$ cat src/rtl/helm_pkg.sv
// rtl/helm_pkg.sv - HELM message constants and helpers shared with the control stage
package helm_pkg;

    localparam logic [7:0] C_SYNC           = 8'hA5;
    localparam logic [7:0] C_MSG_BLK_WRITE  = 8'h00;
    localparam logic [7:0] C_MSG_BYTE_WRITE = 8'h01;
    localparam logic [7:0] C_MSG_BLK_READ   = 8'h02;
    localparam logic [7:0] C_MAX_LEN        = 8'd253;

    localparam int          C_TO_W    = 16;
    localparam logic [15:0] C_TIMEOUT = 16'd50000;

    // Body buffer addresses 0 and 1 are reserved for the control stage.
    localparam logic [7:0] C_BODY_ADR0 = 8'd2;

    typedef struct packed {
        logic [7:0] msg_type;
        logic [7:0] page;
        logic [7:0] offset;
    } msg_hdr_t;

    // Block write reports 1 here: only the LEN byte is known before it arrives.
    function automatic logic [7:0] body_len(input logic [7:0] msg_type);
        case (msg_type)
            C_MSG_BYTE_WRITE: body_len = 8'd2;
            C_MSG_BLK_READ:   body_len = 8'd1;
            C_MSG_BLK_WRITE:  body_len = 8'd1;
            default:          body_len = 8'd0;
        endcase
    endfunction

    function automatic logic [7:0] sat_inc(input logic [7:0] v);
        sat_inc = (v == 8'hFF) ? v : v + 8'd1;
    endfunction

endpackage

$ cat src/rtl/helm_msg_rx_if.sv
// rtl/helm_msg_rx_if.sv - byte stream in, deframed message and buffer writes out
interface helm_msg_rx_if;
    import helm_pkg::*;

    logic       rx_valid;
    logic [7:0] rx_data;
    logic       rx_err;

    logic [7:0] msg_type;
    logic [7:0] msg_page;
    logic [7:0] msg_offset;
    logic       msg_exec;
    logic       msg_chksum_err;
    logic       msg_data_wr;
    logic [7:0] msg_data_adr;
    logic [7:0] msg_data;
    logic       busy;
    logic       frame_abort;
    logic [7:0] err_cnt;

    modport master (
        output rx_valid, rx_data, rx_err,
        input  msg_type, msg_page, msg_offset, msg_exec, msg_chksum_err,
        input  msg_data_wr, msg_data_adr, msg_data, busy, frame_abort, err_cnt
    );

    modport slave (
        input  rx_valid, rx_data, rx_err,
        output msg_type, msg_page, msg_offset, msg_exec, msg_chksum_err,
        output msg_data_wr, msg_data_adr, msg_data, busy, frame_abort, err_cnt
    );

endinterface

$ cat src/rtl/helm_rx_timeout.sv
// rtl/helm_rx_timeout.sv - clearable saturating up-counter with terminal-count strobe
module helm_rx_timeout #(
    parameter int           W     = 16,
    parameter logic [W-1:0] LIMIT = '1
) (
    input  logic clk,
    input  logic rst_b,
    input  logic clr,
    input  logic en,
    output logic tc
);

    logic [W-1:0] cnt;

    always_ff @(posedge clk or negedge rst_b) begin
        if (!rst_b) begin
            cnt <= '0;
        end else if (clr) begin
            cnt <= '0;
        end else if (en && cnt != LIMIT) begin
            cnt <= cnt + 1'b1;
        end
    end

    // A byte arriving on the terminal cycle restarts the count instead of expiring.
    assign tc = en && !clr && (cnt == LIMIT);

endmodule

$ cat src/rtl/helm_msg_rx.sv
// rtl/helm_msg_rx.sv - HELM frame deframer: header latch, body buffer writes, checksum verdict
module helm_msg_rx
    import helm_pkg::*;
(
    input  logic           clk,
    input  logic           rst_b,
    helm_msg_rx_if.slave   bus
);

    localparam logic [2:0] S_HUNT = 3'd0;
    localparam logic [2:0] S_TYPE = 3'd1;
    localparam logic [2:0] S_PAGE = 3'd2;
    localparam logic [2:0] S_OFFS = 3'd3;
    localparam logic [2:0] S_BODY = 3'd4;
    localparam logic [2:0] S_CHK  = 3'd5;
    localparam logic [2:0] S_EXEC = 3'd6;

    logic [2:0] state;
    msg_hdr_t   hdr;
    logic [7:0] sum;
    logic [7:0] rem;
    logic       len_phase;
    logic [7:0] adr;
    logic       chksum_err;
    logic       data_wr;
    logic [7:0] data_adr;
    logic [7:0] data;
    logic       abort_q;
    logic [7:0] err_cnt;

    logic       busy;
    logic       to_tc;
    logic       bad_len;
    logic       abort_now;
    logic [7:0] sum_next;
    logic [7:0] offs_len;

    assign busy = (state != S_HUNT);

    helm_rx_timeout #(
        .W     (C_TO_W),
        .LIMIT (C_TIMEOUT)
    ) u_timeout (
        .clk   (clk),
        .rst_b (rst_b),
        .clr   (bus.rx_valid || !busy),
        .en    (busy),
        .tc    (to_tc)
    );

    always_comb begin
        sum_next  = sum + bus.rx_data;
        offs_len  = body_len(hdr.msg_type);
        bad_len   = (state == S_BODY) && bus.rx_valid && len_phase && (bus.rx_data > C_MAX_LEN);
        // EXEC is already committed, so nothing can abort it.
        abort_now = busy && (state != S_EXEC) && (bus.rx_err || to_tc || bad_len);
    end

    always_ff @(posedge clk or negedge rst_b) begin
        if (!rst_b) begin
            state      <= S_HUNT;
            hdr        <= '0;
            sum        <= '0;
            rem        <= '0;
            len_phase  <= 1'b0;
            adr        <= '0;
            chksum_err <= 1'b0;
            data_wr    <= 1'b0;
            data_adr   <= '0;
            data       <= '0;
            abort_q    <= 1'b0;
            err_cnt    <= '0;
        end else begin
            data_wr <= 1'b0;
            abort_q <= 1'b0;
            if (abort_now) begin
                abort_q <= 1'b1;
                err_cnt <= sat_inc(err_cnt);
                state   <= S_HUNT;
            end else begin
                case (state)
                    S_HUNT: begin
                        if (bus.rx_valid && bus.rx_data == C_SYNC) begin
                            state <= S_TYPE;
                        end
                    end
                    S_TYPE: begin
                        if (bus.rx_valid) begin
                            hdr.msg_type <= bus.rx_data;
                            sum          <= bus.rx_data;
                            state        <= S_PAGE;
                        end
                    end
                    S_PAGE: begin
                        if (bus.rx_valid) begin
                            hdr.page <= bus.rx_data;
                            sum      <= sum_next;
                            state    <= S_OFFS;
                        end
                    end
                    S_OFFS: begin
                        if (bus.rx_valid) begin
                            hdr.offset <= bus.rx_data;
                            sum        <= sum_next;
                            rem        <= offs_len;
                            len_phase  <= (hdr.msg_type == C_MSG_BLK_WRITE);
                            adr        <= C_BODY_ADR0;
                            state      <= (offs_len == 8'd0) ? S_CHK : S_BODY;
                        end
                    end
                    S_BODY: begin
                        if (bus.rx_valid) begin
                            sum      <= sum_next;
                            data_wr  <= 1'b1;
                            data_adr <= adr;
                            data     <= bus.rx_data;
                            adr      <= adr + 8'd1;
                            if (len_phase) begin
                                // LEN counts only the data bytes that follow it.
                                len_phase <= 1'b0;
                                rem       <= bus.rx_data;
                                if (bus.rx_data == 8'd0) begin
                                    state <= S_CHK;
                                end
                            end else begin
                                rem <= rem - 8'd1;
                                if (rem == 8'd1) begin
                                    state <= S_CHK;
                                end
                            end
                        end
                    end
                    S_CHK: begin
                        if (bus.rx_valid) begin
                            sum        <= sum_next;
                            chksum_err <= (sum_next != 8'd0);
                            if (sum_next != 8'd0) begin
                                err_cnt <= sat_inc(err_cnt);
                            end
                            state <= S_EXEC;
                        end
                    end
                    S_EXEC: begin
                        state <= S_HUNT;
                    end
                    default: begin
                        state <= S_HUNT;
                    end
                endcase
            end
        end
    end

    assign bus.msg_type       = hdr.msg_type;
    assign bus.msg_page       = hdr.page;
    assign bus.msg_offset     = hdr.offset;
    assign bus.msg_exec       = (state == S_EXEC);
    assign bus.msg_chksum_err = chksum_err;
    assign bus.msg_data_wr    = data_wr;
    assign bus.msg_data_adr   = data_adr;
    assign bus.msg_data       = data;
    assign bus.busy           = busy;
    assign bus.frame_abort    = abort_q;
    assign bus.err_cnt        = err_cnt;

endmodule
$ cat src/flat_wrapper.sv
// flat-port wrapper written by rule: the top's interface ports become plain ports
module helm_msg_rx_flat import helm_pkg::*;
  (clk, rst_b, bus_rx_valid, bus_rx_data, bus_rx_err, bus_msg_type, bus_msg_page, bus_msg_offset, bus_msg_exec, bus_msg_chksum_err, bus_msg_data_wr, bus_msg_data_adr, bus_msg_data, bus_busy, bus_frame_abort, bus_err_cnt);
  helm_msg_rx_if bus_i ();
  input  logic clk;
  input  logic rst_b;
  input wire logic [$bits(bus_i.rx_valid)-1:0] bus_rx_valid;
  input wire logic [$bits(bus_i.rx_data)-1:0] bus_rx_data;
  input wire logic [$bits(bus_i.rx_err)-1:0] bus_rx_err;
  output wire logic [$bits(bus_i.msg_type)-1:0] bus_msg_type;
  output wire logic [$bits(bus_i.msg_page)-1:0] bus_msg_page;
  output wire logic [$bits(bus_i.msg_offset)-1:0] bus_msg_offset;
  output wire logic [$bits(bus_i.msg_exec)-1:0] bus_msg_exec;
  output wire logic [$bits(bus_i.msg_chksum_err)-1:0] bus_msg_chksum_err;
  output wire logic [$bits(bus_i.msg_data_wr)-1:0] bus_msg_data_wr;
  output wire logic [$bits(bus_i.msg_data_adr)-1:0] bus_msg_data_adr;
  output wire logic [$bits(bus_i.msg_data)-1:0] bus_msg_data;
  output wire logic [$bits(bus_i.busy)-1:0] bus_busy;
  output wire logic [$bits(bus_i.frame_abort)-1:0] bus_frame_abort;
  output wire logic [$bits(bus_i.err_cnt)-1:0] bus_err_cnt;
  assign bus_i.rx_valid = bus_rx_valid;
  assign bus_i.rx_data = bus_rx_data;
  assign bus_i.rx_err = bus_rx_err;
  assign bus_msg_type = bus_i.msg_type;
  assign bus_msg_page = bus_i.msg_page;
  assign bus_msg_offset = bus_i.msg_offset;
  assign bus_msg_exec = bus_i.msg_exec;
  assign bus_msg_chksum_err = bus_i.msg_chksum_err;
  assign bus_msg_data_wr = bus_i.msg_data_wr;
  assign bus_msg_data_adr = bus_i.msg_data_adr;
  assign bus_msg_data = bus_i.msg_data;
  assign bus_busy = bus_i.busy;
  assign bus_frame_abort = bus_i.frame_abort;
  assign bus_err_cnt = bus_i.err_cnt;
  helm_msg_rx u_core (.clk(clk), .rst_b(rst_b), .bus(bus_i));
endmodule
$ cat config.mk
export PLATFORM = sky130hd
export DESIGN_NAME = helm_msg_rx_flat
export DESIGN_NICKNAME = d
export VERILOG_FILES = /design/src/rtl/helm_pkg.sv /design/src/rtl/helm_msg_rx_if.sv /design/src/rtl/helm_rx_timeout.sv /design/src/rtl/helm_msg_rx.sv /design/src/flat_wrapper.sv
export SDC_FILE = /design/constraint.sdc
export NUM_CORES = 1
export LEC_CHECK = 0
export CORE_ASPECT_RATIO = 1.1
export CORE_MARGIN = 1.5
export CORE_UTILIZATION = 40
export DETAILED_ROUTE_END_ITERATION = 6
export PLACE_DENSITY = 0.69
export SKIP_LAST_GASP = 1
export SLEW_MARGIN = 0
export SYNTH_ARGS = -nofsm -noshare
export SYNTH_HDL_FRONTEND = slang
export SYNTH_SLANG_ARGS = --single-unit
export TNS_END_PERCENT = 50
$ cat constraint.sdc
create_clock -name clk -period 6.8 [get_ports clk]
set_clock_uncertainty 0.15 [all_clocks]
set_input_delay 0.68 -clock clk [delete_from_list [all_inputs] [get_ports clk]]
set_output_delay 0.68 -clock clk [all_outputs]
set_load 0.005 [all_outputs]
; After elaboration in Yosys (flattened, before gate mapping)
; Cells that the tools add are included.
; W data, S select, Z words.
[word_totals]
in_bits = 12
rom_bits = 0
wordCells = 122
reg_bits = 95
ram_bits = 0
out_inout_bits = 53
latch_bits = 0
memories = 0
[classes]
n_eq_ne = 26
n_shift = 0
reduce_logical = 37
n_div = 0
muxes = 37
multipliers = 0
bitwise_logic = 1
addsub = 5
order_cmp = 1
[ops]
columns = operator, count
row1 = $mux W8, 12
row2 = $pmux W8 S2, 3
row3 = $mux W16, 2
row4 = $mux W3, 10
row5 = $logic_not A8 Y1, 3
row6 = $pmux W3 S6, 1
row7 = $reduce_and A3 Y1, 6
row8 = $add A16 B1 Y16 const B, 1
row9 = $add A8 B1 Y8 const B, 2
row10 = $eq A16 B16 Y1 const B, 1
row11 = $eq A8 B1 Y1 const B, 2
row12 = $eq A8 B8 Y1 const B, 2
row13 = $ne A16 B16 Y1 const B, 1
row14 = $ne A3 B2 Y1 const B, 5
row15 = $reduce_bool A2 Y1, 6
row16 = $eq A3 B3 Y1 const B, 3
row17 = $logic_and A1 B1 Y1, 9
row18 = $add A8 B8 Y8, 1
row19 = $eq A8 B2 Y1 const B, 1
row20 = $gt A8 B8 Y1 const B, 1
row21 = $reduce_and A4 Y1, 2
row22 = $reduce_and A8 Y1, 1
row23 = $reduce_bool A8 Y1, 1
row24 = $sub A8 B1 Y8 const B, 1
row25 = 18 further kinds, 30

; Logic depth before layout (Yosys ltp)
[logic_depth]
word_depth = 11
mapped_depth = 10
depth_no_buf = 10

; Hierarchy
; From an unflattened synthesis, not the netlist that was laid out.
[hier_totals]
cells_unflattened = 492
hier_area_um2 = 5023.6
[by_module_without_submodules]
columns = mod, area_per_inst_um2, instances, seq_area_each_um2, cells_per_inst
row1 = helm_msg_rx, 4111.4, 1, 1976.9, 401
row2 = helm_rx_timeout, 912.1, 1, 400.4, 91

; Least setup slack after synthesis
; OpenSTA, ideal clock, no wires.
[synth_path]
path_kind = input to register
startpoint = in bus_rx_data[0]
endpoint = reg u_core.err_cnt[1], in the netlist u_core.bus.err_cnt[1]
n_path_buf = 0
required_time_ns = 6.525
cell_stages = 9
path_slack_ns = 3.901
arrival_ns = 2.624
setup_time_ns = 0.125
cell_sequence = ha_1 inv_1 fa_1 nor2b_1 nand3b_1 mux2_2 a311oi_2 a21oi_4 mux2_4
[synth_between]
elab_chain_len = 6
elab_cells_between_ends = 11
classes_between = add/sub: 1 / order compare: 1 / mux: 1 / reduce/logical: 8
[synth_lines]
columns = item, line
row1 = from (decl), flat_wrapper.sv:8  ; input wire logic [$bits(bus_i.rx_data)-1:0] bus_rx_data;
row2 = branches (longest 6 deep; another with $add A8 B8 Y8), --
row3 = to (signal assigned), helm_msg_rx.sv:78  ; err_cnt <= sat_inc(err_cnt);
row4 = to (signal assigned), helm_msg_rx.sv:138  ; err_cnt <= sat_inc(err_cnt);
row5 = to (decl), helm_msg_rx.sv:29  ; logic [7:0] err_cnt;
; Several ways; the timed one is not identified.
; A chain may end at the register's enable or synchronous reset.

; Worst setup path in the final report
; Ends and elaborated chain as after synthesis.

==> impl_metrics.tcl <==
set metrics [dict create \
    core_um2 12000 \
    die_area_um2 13000 \
    finalHoldViolations 0 \
    cts-resized-gates 0 \
    syn_area_per_cell_um2 9.85 \
    cp_max_fo 9 \
    hold_bufs_at_cts 0 \
    cts_inserted_buffers 9 \
    unrepaired_setup_endpoints_after_global_routing "no" \
    postSynthRegisterBits 95 \
    cp-start-kind "input pin" \
    timing.reg2reg.worst_path_depth 9 \
    timing.final.crit_period_ps 3600 \
    postSynthCellCount 499 \
    power-per-cell-area_nw_per_um2 374 \
    cp_data_arrival_time_ps 3690 \
    cellLeakagePower_nw 2.62 \
    post-route-util 0.496 \
    netlist_top_cells_area "sky130_fd_sc_hd__dfrtp_1, sky130_fd_sc_hd__mux2_2, sky130_fd_sc_hd__nand2_1" \
    setup_viol 0 \
    worst_setup_hold_path_clk_slew_ps 70 \
    postSynth.topFlopCell "sky130_fd_sc_hd__dfrtp_1" \
    r2r_end "u_core.bus.err_cnt[1]" \
    grt_pass1_wl_um 18900 \
    ant_nets 0 \
    route.vias.total 3907 \
    number_of_global_route_vias_before_repair 3817 \
    initial_antenna_violation_count 0 \
    floorplan.io_pins 65 \
    multi_input_area_um2 2390 \
    nets 583 \
    postRouteWirelength_um 11400 \
    finalMaxSlewViolations 0 \
    relative_slew_slack 0.389 \
    placedCellCount 700 \
    drtPass1Iterations 4 \
    number_of_different_library_cells_in_the_post_synthesis_netlist 62 \
    seq_area_frac_synth 0.483 \
    drc 0 \
    avgViaCountPerCell 5.46 \
    layout.area.seq_um2 2380 \
    clock_tree_from_tritoncts "built" \
    hp-class "input pin to async pin" \
    finish.cell_count_without_fillers 716 \
    grt.overflow.total 0 \
    cts-root-buf "sky130_fd_sc_hd__clkbuf_16" \
    synth_area_leader_cell "sky130_fd_sc_hd__dfrtp_1" \
    clock_tree.buffer_depth 2 \
    r2r_setup_slack_ps 3970 \
    yosysMostFrequentCell "sky130_fd_sc_hd__dfrtp_1" \
    final_min_period_over_clock_period 0.530 \
    worst_ep_required_time_ps 6890 \
    setup_total_negative_slack_ps 0 \
    placement_rows 42 \
    postSynth.asyncResetShare 1.00 \
    global_route.usage.total 0.187 \
    outcome "finished, final reports clean" \
    wl_per_cell_um 16.0 \
    timing.critical_path.to_type "register" \
    cts_post_setup_buffers_inserted 0 \
    cts.sinks 95 \
    ctsHtreeMaxLevel 3 \
    detailedPlacementHpwl_um 8060 \
    initial_utilization 0.409 \
    synth_nets 525 \
    vdd.ir_drop.worst_v 0.000157 \
    category_of_the_critical_setup_timing_path "input pin to register" \
    beginning_of_the_worst_register_to_register_path "u_core.sum[0]" \
    mappedNetlistArea_um2 4920 \
    cap_viol_max_count 0 \
    max_slew.worst_pin.slew_ps 916 \
    dr.first_iter.drc_count 239 \
    synth.top_cells.by_count "sky130_fd_sc_hd__dfrtp_1, sky130_fd_sc_hd__nand2_1, sky130_fd_sc_hd__nor2_1, sky130_fd_sc_hd__a21oi_1, sky130_fd_sc_hd__o21ai_0" \
    fp.dieW_um 109 \
    synth-edff-count 0 \
    synth-warning-count 0 \
    port-buffer-count 64 \
    final.fill_count 1084 \
    antenna_cells 0 \
    timing.fmax_mhz 277 \
    fp.dieH_um 119 \
    synth_top_area_frac 0.483 \
    clock_insertion_delay_at_the_later_pin_of_the_skew_report_ps 350 \
    area_delta_synth_final_pct 21.5 \
    routabilityCongestion 0.867 \
    drive_above_1_share 0.0996 \
    grt_max_degree 74 \
]
-- power by group --
part           switching (W)  leakage (nW)  internal (W)
sequential          0.000149          1.25      0.000730
clock               0.000237         0.148      0.000268
combinational       0.000400          1.22      0.000450
total               0.000786          2.62       0.00145
-- worst max-delay path, cell delays in order --
cell and delay [ps]:
sky130_fd_sc_hd__clkdlybuf4s50_1 730, sky130_fd_sc_hd__ha_1 240, sky130_fd_sc_hd__inv_1 50, sky130_fd_sc_hd__fa_1 490
sky130_fd_sc_hd__nor2b_1 190, sky130_fd_sc_hd__nand3b_1 120, sky130_fd_sc_hd__mux2_2 290, sky130_fd_sc_hd__a311oi_2 410
sky130_fd_sc_hd__a21oi_4 160, sky130_fd_sc_hd__mux2_4 310
-- metrics by stage --
stage	hold WS (ps)	total power (W)	setup WS, ps	area (um^2)
after floorplan	234	0.00135	3900	4920
after CTS	84.8	0.00225	3250	5970
after detailed placement	314	0.00174	2910	5680
final	73.0	0.00223	3200	5970
after global routing	97.7	0.00238	3090	5970
after global placement	307	0.00171	2960	5680
-- worst max path at each step --
| stage | cells past startpoint | start | slack, ps | end |
|---|---|---|---|---|
| finish | 10 | bus_rx_data[0] | 3200 | u_core.bus.err_cnt[1] |
| global route | 10 | bus_rx_data[0] | 3090 | u_core.bus.err_cnt[1] |
| CTS | 10 | bus_rx_data[0] | 3250 | u_core.bus.err_cnt[1] |
| detailed placement | 10 | bus_rx_data[0] | 2910 | u_core.bus.err_cnt[1] |
| global placement | 10 | bus_rx_data[0] | 2960 | u_core.bus.err_cnt[1] |
| floorplan | 9 | bus_rx_data[0] | 3900 | u_core.bus.err_cnt[1] |
-- kinds of logic after synthesis --
family / after synthesis / synth area share
flops: 95 / 0.483
simple gates: 206 / 0.208
xor+xnor: 24 / 0.0427
fa+ha+maj: 14 / 0.0372
compound gates: 94 / 0.126
buf+inv: 34 / 0.0298
mux: 32 / 0.0725
-- cell type report --
class / instances / share of cell area
clock inverter: 6 / 0.00964
timing repair buffer: 67 / 0.111
multi-input combinational: 370 / 0.401
inverter: 14 / 0.00880
sequential: 95 / 0.398
tap: 154 / 0.0323
clock buffer: 10 / 0.0400
-- flip-flops by register name, indices dropped and copies added, names as in the netlist --
name	count
u_core.u_timeout.cnt	16
u_core.bus.msg_offset	8
u_core.bus.frame_abort	1
u_core.sum	8
u_core.bus.msg_data_wr	1
u_core.adr	8
u_core.state	3
u_core.bus.msg_data	8
u_core.len_phase	1
u_core.bus.msg_data_adr	8
u_core.rem	8
u_core.bus.msg_page	8
u_core.bus.err_cnt	8
u_core.bus.msg_chksum_err	1
u_core.bus.msg_type	8
-- placed cells by master (no fill, tap or decap), types with 8 or more instances in the layout --
cell,n
sky130_fd_sc_hd__dfrtp_1,95
sky130_fd_sc_hd__nand2_1,73
sky130_fd_sc_hd__clkdlybuf4s50_1,63
sky130_fd_sc_hd__nor2_1,45
sky130_fd_sc_hd__a21oi_1,30
sky130_fd_sc_hd__o21ai_0,30
sky130_fd_sc_hd__mux2_2,25
sky130_fd_sc_hd__xnor2_1,15
sky130_fd_sc_hd__inv_1,13
sky130_fd_sc_hd__ha_1,13
sky130_fd_sc_hd__nand3_1,12
sky130_fd_sc_hd__nand4_1,11
sky130_fd_sc_hd__nor3_1,9
sky130_fd_sc_hd__xor2_1,9
sky130_fd_sc_hd__clkbuf_16,9
sky130_fd_sc_hd__or3_1,8
sky130_fd_sc_hd__and3_1,8
-- routing by layer --
| layer | vias up | global-route usage | share of wire |
|---|---|---|---|
| met3 | 20 | 0.0411 | 0.044 |
| met4 | 0 | 0.0789 | 0.021 |
| met2 | 83 | 0.303 | 0.50 |
| met5 | - | 0 | 0 |
| met1 | 1935 | 0.241 | 0.43 |
| li1 | 1869 | - | - |
Power figures use the tool's default switching activity.
